### src/rtl/rv_inst_encoder.sv
// rv_inst_encoder: packs decoded RV32I fields into a 32-bit machine word and
// streams it as two 16-bit parcels (low first). Illegal requests are accepted,
// dropped, flagged for one cycle and counted in a saturating counter.
module rv_inst_encoder #(
    parameter int ERR_COUNT_WIDTH = 8
) (
    input  logic                       clk,
    input  logic                       rst,
    input  logic                       in_valid,
    output logic                       in_ready,
    input  logic [7:0]                 in_op,
    input  logic [4:0]                 in_rd,
    input  logic [4:0]                 in_rs1,
    input  logic [4:0]                 in_rs2,
    input  logic [31:0]                in_imm,
    input  logic [3:0]                 in_pred,
    input  logic [3:0]                 in_succ,
    output logic                       out_valid,
    input  logic                       out_ready,
    output logic [15:0]                out_parcel,
    output logic                       out_last,
    output logic                       err_valid,
    output logic [ERR_COUNT_WIDTH-1:0] err_count
);

    // Operation codes, in rv_inst::rv_inst_32i order.
    typedef enum logic [7:0] {
        OP_LUI, OP_AUIPC, OP_JAL, OP_JALR,
        OP_BEQ, OP_BNE, OP_BLT, OP_BGE, OP_BLTU, OP_BGEU,
        OP_LB, OP_LH, OP_LW, OP_LBU, OP_LHU,
        OP_SB, OP_SH, OP_SW,
        OP_ADDI, OP_SLTI, OP_SLTIU, OP_XORI, OP_ORI, OP_ANDI,
        OP_SLLI, OP_SRLI, OP_SRAI,
        OP_ADD, OP_SUB, OP_SLL, OP_SLT, OP_SLTU, OP_XOR, OP_SRL, OP_SRA, OP_OR, OP_AND,
        OP_FENCE, OP_FENCE_I, OP_ECALL, OP_EBREAK,
        OP_CSRRW, OP_CSRRS, OP_CSRRC, OP_CSRRWI, OP_CSRRSI, OP_CSRRCI,
        OP_UNDEF
    } op_e;

    typedef enum logic [2:0] {F_R, F_I, F_SH, F_S, F_B, F_U, F_J, F_RAW} fmt_e;
    typedef enum logic [1:0] {S_IDLE, S_LOW, S_HIGH} state_e;

    op_e    op;
    fmt_e   fmt;
    logic [6:0]  opc;
    logic [6:0]  f7;
    logic [2:0]  f3;
    logic [31:0] raw;
    logic [31:0] enc_word;
    logic        enc_legal;
    logic        fits12, fits13, fits21;

    state_e state_q, state_d;
    logic [31:0]                word_q;
    logic                       err_q;
    logic [ERR_COUNT_WIDTH-1:0] cnt_q;
    logic                       acc;

    assign op     = op_e'(in_op);
    assign fits12 = (in_imm[31:11] == {21{in_imm[11]}});
    assign fits13 = (in_imm[31:12] == {20{in_imm[12]}});
    assign fits21 = (in_imm[31:20] == {12{in_imm[20]}});

    // Format, major opcode and immediate legality per operation.
    always_comb begin
        fmt       = F_RAW;
        opc       = 7'b0;
        raw       = 32'b0;
        enc_legal = 1'b1;
        case (op)
            OP_LUI:   begin fmt = F_U; opc = 7'b0110111; enc_legal = (in_imm[11:0] == 12'd0); end
            OP_AUIPC: begin fmt = F_U; opc = 7'b0010111; enc_legal = (in_imm[11:0] == 12'd0); end
            OP_JAL:   begin fmt = F_J; opc = 7'b1101111; enc_legal = fits21 && !in_imm[0]; end
            OP_JALR:  begin fmt = F_I; opc = 7'b1100111; enc_legal = fits12; end
            OP_BEQ, OP_BNE, OP_BLT, OP_BGE, OP_BLTU, OP_BGEU:
                begin fmt = F_B; opc = 7'b1100011; enc_legal = fits13 && !in_imm[0]; end
            OP_LB, OP_LH, OP_LW, OP_LBU, OP_LHU:
                begin fmt = F_I; opc = 7'b0000011; enc_legal = fits12; end
            OP_SB, OP_SH, OP_SW:
                begin fmt = F_S; opc = 7'b0100011; enc_legal = fits12; end
            OP_ADDI, OP_SLTI, OP_SLTIU, OP_XORI, OP_ORI, OP_ANDI:
                begin fmt = F_I; opc = 7'b0010011; enc_legal = fits12; end
            OP_SLLI, OP_SRLI, OP_SRAI:
                begin fmt = F_SH; opc = 7'b0010011; enc_legal = (in_imm[31:5] == 27'd0); end
            OP_ADD, OP_SUB, OP_SLL, OP_SLT, OP_SLTU, OP_XOR, OP_SRL, OP_SRA, OP_OR, OP_AND:
                begin fmt = F_R; opc = 7'b0110011; end
            OP_FENCE:  raw = {4'b0, in_pred, in_succ, 5'b0, 3'b000, 5'b0, 7'b0001111};
            OP_FENCE_I: raw = 32'h0000100F;
            OP_ECALL:  raw = 32'h00000073;
            OP_EBREAK: raw = 32'h00100073;
            OP_CSRRW, OP_CSRRS, OP_CSRRC, OP_CSRRWI, OP_CSRRSI, OP_CSRRCI:
                begin fmt = F_I; opc = 7'b1110011; enc_legal = (in_imm[31:12] == 20'd0); end
            default:   enc_legal = 1'b0;
        endcase
    end

    // funct3 / funct7 selection, grouped by value.
    always_comb begin
        f3 = 3'b000;
        f7 = 7'b0000000;
        case (op)
            OP_BNE, OP_LH, OP_SH, OP_SLLI, OP_SLL, OP_CSRRW:           f3 = 3'b001;
            OP_LW, OP_SW, OP_SLTI, OP_SLT, OP_CSRRS:                   f3 = 3'b010;
            OP_SLTIU, OP_SLTU, OP_CSRRC:                               f3 = 3'b011;
            OP_BLT, OP_LBU, OP_XORI, OP_XOR:                           f3 = 3'b100;
            OP_BGE, OP_LHU, OP_SRLI, OP_SRAI, OP_SRL, OP_SRA, OP_CSRRWI: f3 = 3'b101;
            OP_BLTU, OP_ORI, OP_OR, OP_CSRRSI:                         f3 = 3'b110;
            OP_BGEU, OP_ANDI, OP_AND, OP_CSRRCI:                       f3 = 3'b111;
            default:                                                   f3 = 3'b000;
        endcase
        if (op == OP_SRAI || op == OP_SUB || op == OP_SRA)
            f7 = 7'b0100000;
    end

    // Field placement; fields not used by a format stay zero.
    always_comb begin
        enc_word = raw;
        case (fmt)
            F_R:  enc_word = {f7, in_rs2, in_rs1, f3, in_rd, opc};
            F_I:  enc_word = {in_imm[11:0], in_rs1, f3, in_rd, opc};
            F_SH: enc_word = {f7, in_imm[4:0], in_rs1, f3, in_rd, opc};
            F_S:  enc_word = {in_imm[11:5], in_rs2, in_rs1, f3, in_imm[4:0], opc};
            F_B:  enc_word = {in_imm[12], in_imm[10:5], in_rs2, in_rs1, f3,
                              in_imm[4:1], in_imm[11], opc};
            F_U:  enc_word = {in_imm[31:12], in_rd, opc};
            F_J:  enc_word = {in_imm[20], in_imm[10:1], in_imm[11], in_imm[19:12], in_rd, opc};
            default: enc_word = raw;
        endcase
    end

    // Ready only when the parcel path can take a new word without a bubble.
    assign in_ready = !rst && (state_q == S_IDLE || (state_q == S_HIGH && out_ready));
    assign acc      = in_valid && in_ready;

    // Next state and parcel outputs; everything reads zero while in reset.
    always_comb begin
        state_d    = state_q;
        out_valid  = 1'b0;
        out_parcel = 16'h0;
        out_last   = 1'b0;
        if (!rst) begin
            case (state_q)
                S_IDLE: if (acc && enc_legal) state_d = S_LOW;
                S_LOW: begin
                    out_valid  = 1'b1;
                    out_parcel = word_q[15:0];
                    if (out_ready) state_d = S_HIGH;
                end
                S_HIGH: begin
                    out_valid  = 1'b1;
                    out_parcel = word_q[31:16];
                    out_last   = 1'b1;
                    if (out_ready) state_d = (acc && enc_legal) ? S_LOW : S_IDLE;
                end
                default: state_d = S_IDLE;
            endcase
        end
    end

    // State, captured word, error pulse and saturating error counter.
    always_ff @(posedge clk) begin
        if (rst) begin
            state_q <= S_IDLE;
            word_q  <= 32'h0;
            err_q   <= 1'b0;
            cnt_q   <= '0;
        end else begin
            state_q <= state_d;
            if (acc && enc_legal)
                word_q <= enc_word;
            err_q <= acc && !enc_legal;
            if (acc && !enc_legal && cnt_q != '1)
                cnt_q <= cnt_q + ERR_COUNT_WIDTH'(1);
        end
    end

    assign err_valid = err_q && !rst;
    assign err_count = rst ? '0 : cnt_q;

endmodule

### config.mk
export PLATFORM = sky130hd
export DESIGN_NAME = rv_inst_encoder
export DESIGN_NICKNAME = d
export VERILOG_FILES = /design/src/rtl/rv_inst_encoder.sv
export SDC_FILE = /design/constraint.sdc
export NUM_CORES = 1
export LEC_CHECK = 0
export ABC_AREA = 0
export ABC_CLOCK_PERIOD_IN_PS = 2690
export CORE_MARGIN = 2
export CORE_UTILIZATION = 45
export CTS_CLUSTER_DIAMETER = 60
export DETAILED_ROUTE_END_ITERATION = 12
export HOLD_SLACK_MARGIN = 0.06
export MAX_ROUTING_LAYER = met4
export PLACE_DENSITY = 0.78
export REMOVE_ABC_BUFFERS = 1
export SLEW_MARGIN = 10
export SYNTH_ARGS = -nofsm -noshare
export SYNTH_HDL_FRONTEND = slang
export SYNTH_SLANG_ARGS = --single-unit
### constraint.sdc
create_clock -name clk -period 2.69 [get_ports clk]
set_input_delay 0.538 -clock clk [delete_from_list [all_inputs] [get_ports clk]]
set_output_delay 0.538 -clock clk [all_outputs]
set_load 0.01 [all_outputs]
==> reports/qor.csv, run 1 <==
metric;value;unit
worst slew pin tran;0.510;ns
largest net degree at the start of global routing;22;
Worst Hold Class;reg -> reg;
Clock Sinks;42;
Tcrit/Tclk final;1.03;
hold_ws;0.465;ns
Synth Area in XOR/XNOR;0.00484;
DR WL/cell;19.7;µm
die width;93.7;µm
Worst Skew;0.00561;ns
Root Driver;clkbuf_8;
post-synthesis average cell area;7.61;µm²
Slew Limit Fails;0;
Req. time, crit path;2.87;ns
Netlist Area Pre-Place;3620;µm²
Tot GR Track Use;0.357;
largest family of logic cells by synthesized area;compound AO/OA/AOI/OAI gates;
port bufs;94;
highest net fanout along the worst path;9;
kind of critical path;in -> reg;
simple logic cell fraction of the synthesized area;0.300;
Synthesis Warnings;0;
leading cell types in the layout, fill and taps excluded;153 x buf_4, 69 x nor2_1, 64 x clkdlybuf4s50_1, 40 x dfxtp_1, 32 x nand2_1;
Achievable Freq;361;MHz
Std-Cell Rows;32;
Adder-Cell Fraction of Synth Area;0.0553;
synthesized flop and latch total;42;
share of cells above drive strength 1;0.375;
WP data arrival;2.96;ns
Synth top area share;0.232;
Post-DP Area;5660;µm²
Seq/Total Area, Yosys;0.232;
Worst path max stage delay;0.34;ns
# fillers;502;
final core occ;0.814;
Tmin final;2.77;ns
Pre-antenna DRT Iters;7;
post-synthesis cell count;476;
Max-Cap Viols;0;
slowest library cell on the worst path;dlygate4sd2_1;
worst rel slew slack;0.660;
crit path buf inv count;3;
commonest non-fill, non-tap cell in the layout;buf_4;
Routed Antenna Nets;0;
die height;93.7;µm
P_leak;0.00269;µW
CP cell instances;dlygate4sd2_1, and4_1, nand4_1, nor4_2, o211ai_1, a21oi_2, o21bai_4, buf_12, buf_4, a221oi_1, nor3_1;
CP Capture Type;flip-flop;
outcome;complete, but fails checks;
Area contributors post-synth;dfxtp_1 23%, nor2_1 7.3%, ha_1 5.5%, a21oi_1 3.7%, nor3_1 3.7%;
Antenna Diode Count;0;
Post-synth EDFFs;0;
Unique masters post-synth;75;
final worst slack;-0.0817;ns
mux contribution to synthesized area;0.0390;
CTS tree;done;
DP HPWL;11.3;mm
gr ovfl total;0;
Pwr Density;260;nW/µm²
Hold Vio Cnt, Final;0;
vias;4988;
CTS H-tree lvls;2;
Main synth FF type;dfxtp_1;
Worst-Skew Late Latency;0.30;ns
vias in the first global route;4828;
final setup vio count;3;
failing checks;setup timing;
WL final;16.1;mm
clock buffer depth;2;
first-pass GRT wire length;23.9;mm
initial drt markers;475;
maximum VDD drop;0.197;mV
die footprint;8780;µm²
unrepaired setup endpoints after global routing;yes;
Via density;6.11;
final net count;796;
area leader, netlist;dfxtp_1;
RD Place Congestion;1.00;
CORE AREA;7770;µm²
final instance area;6320;µm²
synthesis-to-finish area growth;74.5;%
IO Pins;95;
total CTS buffers;5;
Critical Path Start Type;primary input;
# DRC;0;
Starting Density;0.466;
initial antenna violation count;0;
Synth Area in Compound Gates;0.306;
Crit path max-delay family;compound AO/OA/AOI/OAI gates;
clock transition at the registers of the reported paths;0.09;ns
asr flop ratio synth;0;
==> repair_timing <==
item | in CTS | in global routing
gates resized for setup | 64 | 58
hold buffers | 0 | 0
setup endpoints to repair | 42 | 53
pin swaps | 20 | 22
buffers inserted | 18 | 3
gates cloned | 1 | 1
==> registers in the layout, summed over array words and instances, names as in the netlist <==
signal and flops:
word_q 31, err_q 1, state_q 2, cnt_q 8
==> through the flow <==
step,setup TNS [ns],cells,worst slack (ns),power (µW)
final,-0.112,816,-0.0817,1640
after global routing,-0.508,816,-0.115,1700
after CTS,-0.00786,812,-0.00556,1590
after detailed placement,-28.03,785,-0.788,1170
after global placement,-25.28,785,-0.720,1160
after floorplan,-13.19,444,-0.561,816
==> final cells by class <==
type / count / area (µm²) / area share
clock buffers: 6 / 72.6 / 0.0115
clock inverters: 2 / 13.8 / 0.00218
inverters: 17 / 63.8 / 0.0101
multi-input cells: 385 / 2880 / 0.455
flip-flops and latches: 42 / 843 / 0.133
well taps: 102 / 128 / 0.0202
repair buffers: 262 / 2320 / 0.368
==> logic make-up (layout without fill, tap and decap cells) <==
logic type	Yosys count	count (layout)
and+or+nand+nor	212	212
AOI/OAI and AO/OA	143	143
buffers and inverters	49	287
DFF	42	42
adders and majority gates	16	16
muxes	12	12
xor gates and xnor gates	2	2
==> cell usage after synthesis, types with 4 or more instances <==
master    number
and3_1         5
or3_1          5
a211oi_1       5
a32oi_1        5
dfxtp_1       42
nor4_1         8
clkbuf_1      13
nor3_1        27
a21oi_1       27
a222oi_1       8
nand2_1       35
a22oi_1       17
nor2_1        70
nand3_1       17
o22ai_1        4
a31oi_1        6
a221oi_1      13
inv_1         17
nand2b_1       9
mux2i_1        4
mux2_2         7
o21ai_0       18
ha_1          16
nand4_1        7
buf_2         13
nor2b_1        9
==> per-layer routing <==
metal	track usage	up-vias	wire, µm
met2	0.623	272	7930
met5	-	-	0
met3	0.0530	74	1230
met4	0.146	0	773
li1	-	2275	-
met1	0.409	2367	6140
==> final timing paths <==
kind,start,end,slack (ns),cells past startpoint
max,in_imm[22],word_q[16],-0.08,11
min,word_q[5],word_q[5],0.46,2
max reg2reg,state_q[0],cnt_q[7],0.43,9
min reg2reg,word_q[5],word_q[5],0.46,2
==> power by group <==
group,internal [µW],total (µW),switching [µW]
combinational,314,592,277
clock,183,413,229
sequential,631,637,6.45
==> worst register-to-register path, cell delays in order (launching register included) <==
cell,delay (ns)
dfxtp_2,0.36
inv_1,0.10
ha_2,0.28
a21oi_1,0.09
nor2_1,0.20
nand2_1,0.13
buf_4,0.17
nor3_4,0.31
nand4_1,0.18
mux2_4,0.32
No activity file was read; power rests on OpenSTA's default activity.
==> run 2: changes to the inputs <==
--- a/config.mk
+++ b/config.mk
@@ -6,15 +6,13 @@
 export NUM_CORES = 1
 export LEC_CHECK = 0
 export ABC_AREA = 0
-export ABC_CLOCK_PERIOD_IN_PS = 2690
 export CORE_MARGIN = 2
-export CORE_UTILIZATION = 45
+export CORE_UTILIZATION = 40
 export CTS_CLUSTER_DIAMETER = 60
 export DETAILED_ROUTE_END_ITERATION = 12
 export HOLD_SLACK_MARGIN = 0.06
 export MAX_ROUTING_LAYER = met4
-export PLACE_DENSITY = 0.78
-export REMOVE_ABC_BUFFERS = 1
+export PLACE_DENSITY = 0.7
 export SLEW_MARGIN = 10
 export SYNTH_ARGS = -nofsm -noshare
 export SYNTH_HDL_FRONTEND = slang
==> run 2 against run 1 <==
The run still ends with setup timing left; register-to-register slack improved by 0.27 ns; routed wire length shrank 3.2%; cell count is 0.74% lower; worst setup slack improved by 0.057 ns; count of clock-buffer cells in the layout shrank 1; sequential power hardly changed; fmax grew 2.1%; hold slack hardly changed; combinational power shrank 2%.
==> reports/qor.csv, run 2 (synthesis gave the netlist of run 1 again) <==
metric;value;unit
worst slew pin tran;0.513;ns
DP HPWL;12.1;mm
Tcrit/Tclk final;1.01;
# DRC;0;
vias in the first global route;4658;
CTS H-tree lvls;2;
WL final;15.6;mm
Slew Limit Fails;0;
total CTS buffers;5;
Tmin final;2.71;ns
Req. time, crit path;2.90;ns
biggest regs;word_q: 31 flops, cnt_q: 8 flops, state_q: 2 flops;
final net count;784;
initial drt markers;262;
highest net fanout along the worst path;6;
area of the multi-input gates;2910;µm²
Max-Cap Viols;0;
outcome;complete, but fails checks;
gr ovfl total;0;
largest reg by FF count;word_q;
final setup vio count;1;
die footprint;9830;µm²
port bufs;94;
clock buffer depth;2;
Worst Skew;0.00638;ns
Hold Vio Cnt, Final;0;
Pre-antenna DRT Iters;6;
largest net degree at the start of global routing;40;
Non-Filler Instances;810;
Pwr Density;275;nW/µm²
final worst slack;-0.0248;ns
kind of critical path;in -> reg;
synthesis-to-finish area growth;74.5;%
Clock Sinks;42;
max reg flops;31;
commonest non-fill, non-tap cell in the layout;buf_4;
Std-Cell Rows;34;
WP data arrival;2.93;ns
Starting Density;0.413;
Achievable Freq;368;MHz
CORE AREA;8760;µm²
failing checks;setup timing;
P_leak;0.00266;µW
initial antenna violation count;0;
Root Driver;clkbuf_8;
share of cells above drive strength 1;0.359;
# fillers;714;
DR WL/cell;19.2;µm
first-pass GRT wire length;23.9;mm
clock transition at the registers of the reported paths;0.09;ns
Antenna Diode Count;0;
leading cell types in the layout, fill and taps excluded;137 x buf_4, 68 x nor2_1, 68 x clkdlybuf4s50_1, 41 x dfxtp_1, 30 x nand2_1;
Tot GR Track Use;0.315;
RD Place Congestion;1.04;
Worst Hold Class;reg -> reg;
CP Capture Type;flip-flop;
Worst-Skew Late Latency;0.31;ns
worst rel slew slack;0.658;
Routed Antenna Nets;0;
Critical Path Start Type;primary input;
Post-Place Cells;784;
Via density;5.83;
synthesized net count;559;
maximum VDD drop;0.221;mV
Sequential Area;842;µm²
CTS tree;done;
IO Pins;95;
die height;99.2;µm
final core occ;0.721;
die width;99.2;µm
unrepaired setup endpoints after global routing;yes;
vias;4725;
-- run 2: changes by cell type in the layout (fill, tap and decap cells not counted), sizes merged --
cell / change
buf: -12
dlymetal6s2s: -5
clkdlybuf4s50: +4
bufinv: +1
clkbuf: -1
clkdlybuf4s15: +1
clkinv: -1
inv: +1
-- run 2: report_power, final --
part	switching, µW	internal (µW)
clock	238	278
combinational	274	309
sequential	6.79	631
total	519	1220
-- run 2: timing repair --
action                                  in CTS  in global routing
resized for setup                           60                 58
endpoints found under the setup margin      42                 43
hold buffers                                 0                  0
buffers inserted                            11                  6
pin swaps                                   21                 24
gates cloned                                 1                  0
-- run 2: stage by stage --
step / total power [µW] / setup TNS [ns] / cell area, µm² / setup WS [ns] / hold slack (ns)
3_3_place_gp: 1160 / -29.00 / 5680 / -0.790 / 0.442
5_1_grt: 1810 / -0.167 / 6320 / -0.0849 / 0.485
4_1_cts: 1700 / 0 / 6060 / 0.000571 / 0.464
3_5_place_dp: 1160 / -30.17 / 5680 / -0.876 / 0.453
2_1_floorplan: 853 / -0.0253 / 3690 / -0.0112 / 0.432
6_report: 1740 / -0.0248 / 6320 / -0.0248 / 0.464
-- run 2: cell type report --
cell class | instances | area share
multi-input combinational | 385 | 0.461
timing repair buffer | 250 | 0.356
sequential | 42 | 0.133
tap | 108 | 0.0214
clock buffer | 5 | 0.0109
inverter | 17 | 0.0109
clock inverter | 3 | 0.00693
-- run 2: routing by layer --
metal,routed length [µm],GRT usage,part of all wire,vias to the layer above
li1,-,-,-,2258
met1,6600,0.402,0.42,2243
met2,7700,0.546,0.49,202
met3,998,0.0401,0.064,22
met4,258,0.0474,0.017,0
met5,0,-,0,-
-- run 2: worst max-delay path: stages --
cell     delay, ns
buf_6         0.11
buf_6         0.11
ha_4          0.17
buf_4         0.14
nor2_4        0.11
buf_6         0.13
o22ai_2       0.10
buf_4         0.16
nand2_2       0.09
nand3_1       0.10
a21oi_2       0.18
buf_4         0.16
buf_4         0.12
nor3_4        0.03
buf_4         0.17
buf_6         0.12
and4_1        0.20
nor4_2        0.18
-- run 2: path summary, 6_finish.rpt --
check / startpoint / cells past startpoint / slack [ns] / endpoint
hold reg to reg: word_q[6] / 2 / 0.46 / word_q[6]
hold / removal: word_q[6] / 2 / 0.46 / word_q[6]
setup reg to reg: state_q[1] / 9 / 0.70 / word_q[6]
setup / recovery: in_op[0] / 18 / -0.02 / cnt_q[2]
==> run 3: changes to the inputs <==
--- a/config.mk
+++ b/config.mk
@@ -13,6 +13,7 @@
 export HOLD_SLACK_MARGIN = 0.06
 export MAX_ROUTING_LAYER = met4
 export PLACE_DENSITY = 0.7
+export SETUP_SLACK_MARGIN = 0.4
 export SLEW_MARGIN = 10
 export SYNTH_ARGS = -nofsm -noshare
 export SYNTH_HDL_FRONTEND = slang
==> run 3 against run 2 <==
The flow now finishes without violations; sequential share of layout area shrank 0.36 points; worst setup slack gained 0.074 ns; critical path depth shrank 9; via count grew 2.8%; die area is the same; fmax grew 2.8%; flip-flop and latch count is the same; global-route usage grew 0.050 points; count of clock-buffer cells in the layout grew 1; combinational power grew 5.3%; cell count grew 0.37%; critical endpoint is now state_q[0]; highest routed layer unchanged.
==> reports/qor.csv, run 3 (synthesis gave the netlist of run 1 again) <==
metric;value;unit
Slew Limit Fails;0;
unrepaired setup endpoints after global routing;yes;
share of cells above drive strength 1;0.426;
worst rel slew slack;0.624;
Starting Density;0.413;
largest reg by FF count;word_q;
IO Pins;95;
Tcrit/Tclk final;0.982;
Post-Place Cells;786;
first-pass GRT wire length;24.1;mm
Tmin final;2.64;ns
Req. time, crit path;2.93;ns
port bufs;94;
worst slew pin tran;0.563;ns
outcome;finished clean;
setup TNS;0;ns
initial drt markers;258;
CTS Hold Bufs;0;
Pwr Density;260;nW/µm²
clock transition at the registers of the reported paths;0.09;ns
WP data arrival;2.88;ns
Critical Path Start Type;primary input;
total CTS buffers;5;
vias;4855;
CP Capture Type;flip-flop;
Worst Skew;0.00827;ns
highest net fanout along the worst path;7;
Non-Filler Instances;813;
die width;99.2;µm
gr ovfl total;0;
final setup vio count;0;
synthesized net count;559;
Via density;5.97;
Pre-antenna DRT Iters;5;
die height;99.2;µm
Hold Vio Cnt, Final;0;
CTS H-tree lvls;2;
final net count;787;
overall power;1690;µW
die footprint;9830;µm²
CORE AREA;8760;µm²
Worst Hold Class;reg -> reg;
maximum VDD drop;0.173;mV
vias in the first global route;4830;
Root Driver;clkbuf_8;
DR WL/cell;19.3;µm
RD Place Congestion;1.02;
Tot GR Track Use;0.315;
initial antenna violation count;0;
leading cell types in the layout, fill and taps excluded;127 x buf_4, 60 x nor2_1, 41 x clkdlybuf4s50_1, 40 x dfxtp_1, 28 x nand2_1;
largest net degree at the start of global routing;21;
commonest non-fill, non-tap cell in the layout;buf_4;
CTS tree;done;
Antenna Diode Count;0;
Achievable Freq;379;MHz
P_leak;0.00266;µW
biggest regs;word_q: 31 flops, cnt_q: 8 flops, state_q: 2 flops;
WL final;15.7;mm
DP HPWL;11.2;mm
Routed Antenna Nets;0;
max reg flops;31;
Std-Cell Rows;34;
clock buffer depth;2;
synthesis-to-finish area growth;79.7;%
Clock Sinks;42;
Max-Cap Viols;0;
# DRC;0;
kind of critical path;in -> reg;
Worst-Skew Late Latency;0.30;ns
run 3: cell count changes in the layout (fill, tap and decap cells not counted), sizes merged, moves of 5 or more:
cell / change
dlygate4sd2: +19
clkbuf: +9
buf: +5
dlymetal6s2s: -14
clkdlybuf4s50: -27
clkdlybuf4s15: +10
run 3: report_power, final:
part	switching [µW]	internal, µW	total [µW]
logic	286	328	614
clock network	236	207	442
registers	6.52	631	637
total	528	1170	1690
run 3: repair_timing:
action | 4_1_cts | 5_1_grt
pin swaps | 45 | 3
gates cloned | 2 | 0
setup buffers | 15 | 2
resized for setup | 175 | 59
endpoints found under the setup margin | 70 | 58
run 3: through the flow:
step	hold slack (ns)	cell area (µm²)	setup WS (ns)	utilization
floorplan	0.432	3710	-0.00747	-
global placement	0.439	5720	-0.680	0.653
detailed placement	0.446	5720	-0.770	0.653
CTS	0.458	6360	0.137	0.726
global route	0.479	6510	-0.0368	0.743
finish	0.464	6510	0.0494	0.743
run 3: layout make-up:
cell class,count,area [µm²]
Inverter,17,66.3
Multi-Input combinational cell,386,3130
Sequential cell,42,843
Timing Repair Buffer,252,2240
Fill cell,643,2250
Clock inverter,2,12.5
Clock buffer,6,82.6
Tap cell,108,135
run 3: final timing paths:
check	start	endpoint	slack, ns	depth (start not counted)
worst max-delay path	in_imm[18]	state_q[0]	0.05	9
worst min-delay path	word_q[4]	word_q[4]	0.46	2
worst min register to register	word_q[4]	word_q[4]	0.46	2
worst max register to register	state_q[0]	state_q[0]	0.46	8
run 3: per-layer routing:
layer,GRT usage,part of all wire
met1,0.352,0.38
met2,0.544,0.50
met3,0.0457,0.065
met4,0.165,0.059
met5,-,0
run 3: critical path, stage by stage:
cell,delay (ns)
clkdlybuf4s15_2,0.23
and4_1,0.23
nand4_1,0.20
nor4_4,0.34
o211ai_1,0.16
a21oi_2,0.28
o21bai_4,0.16
or4_1,0.57
a21oi_2,0.16
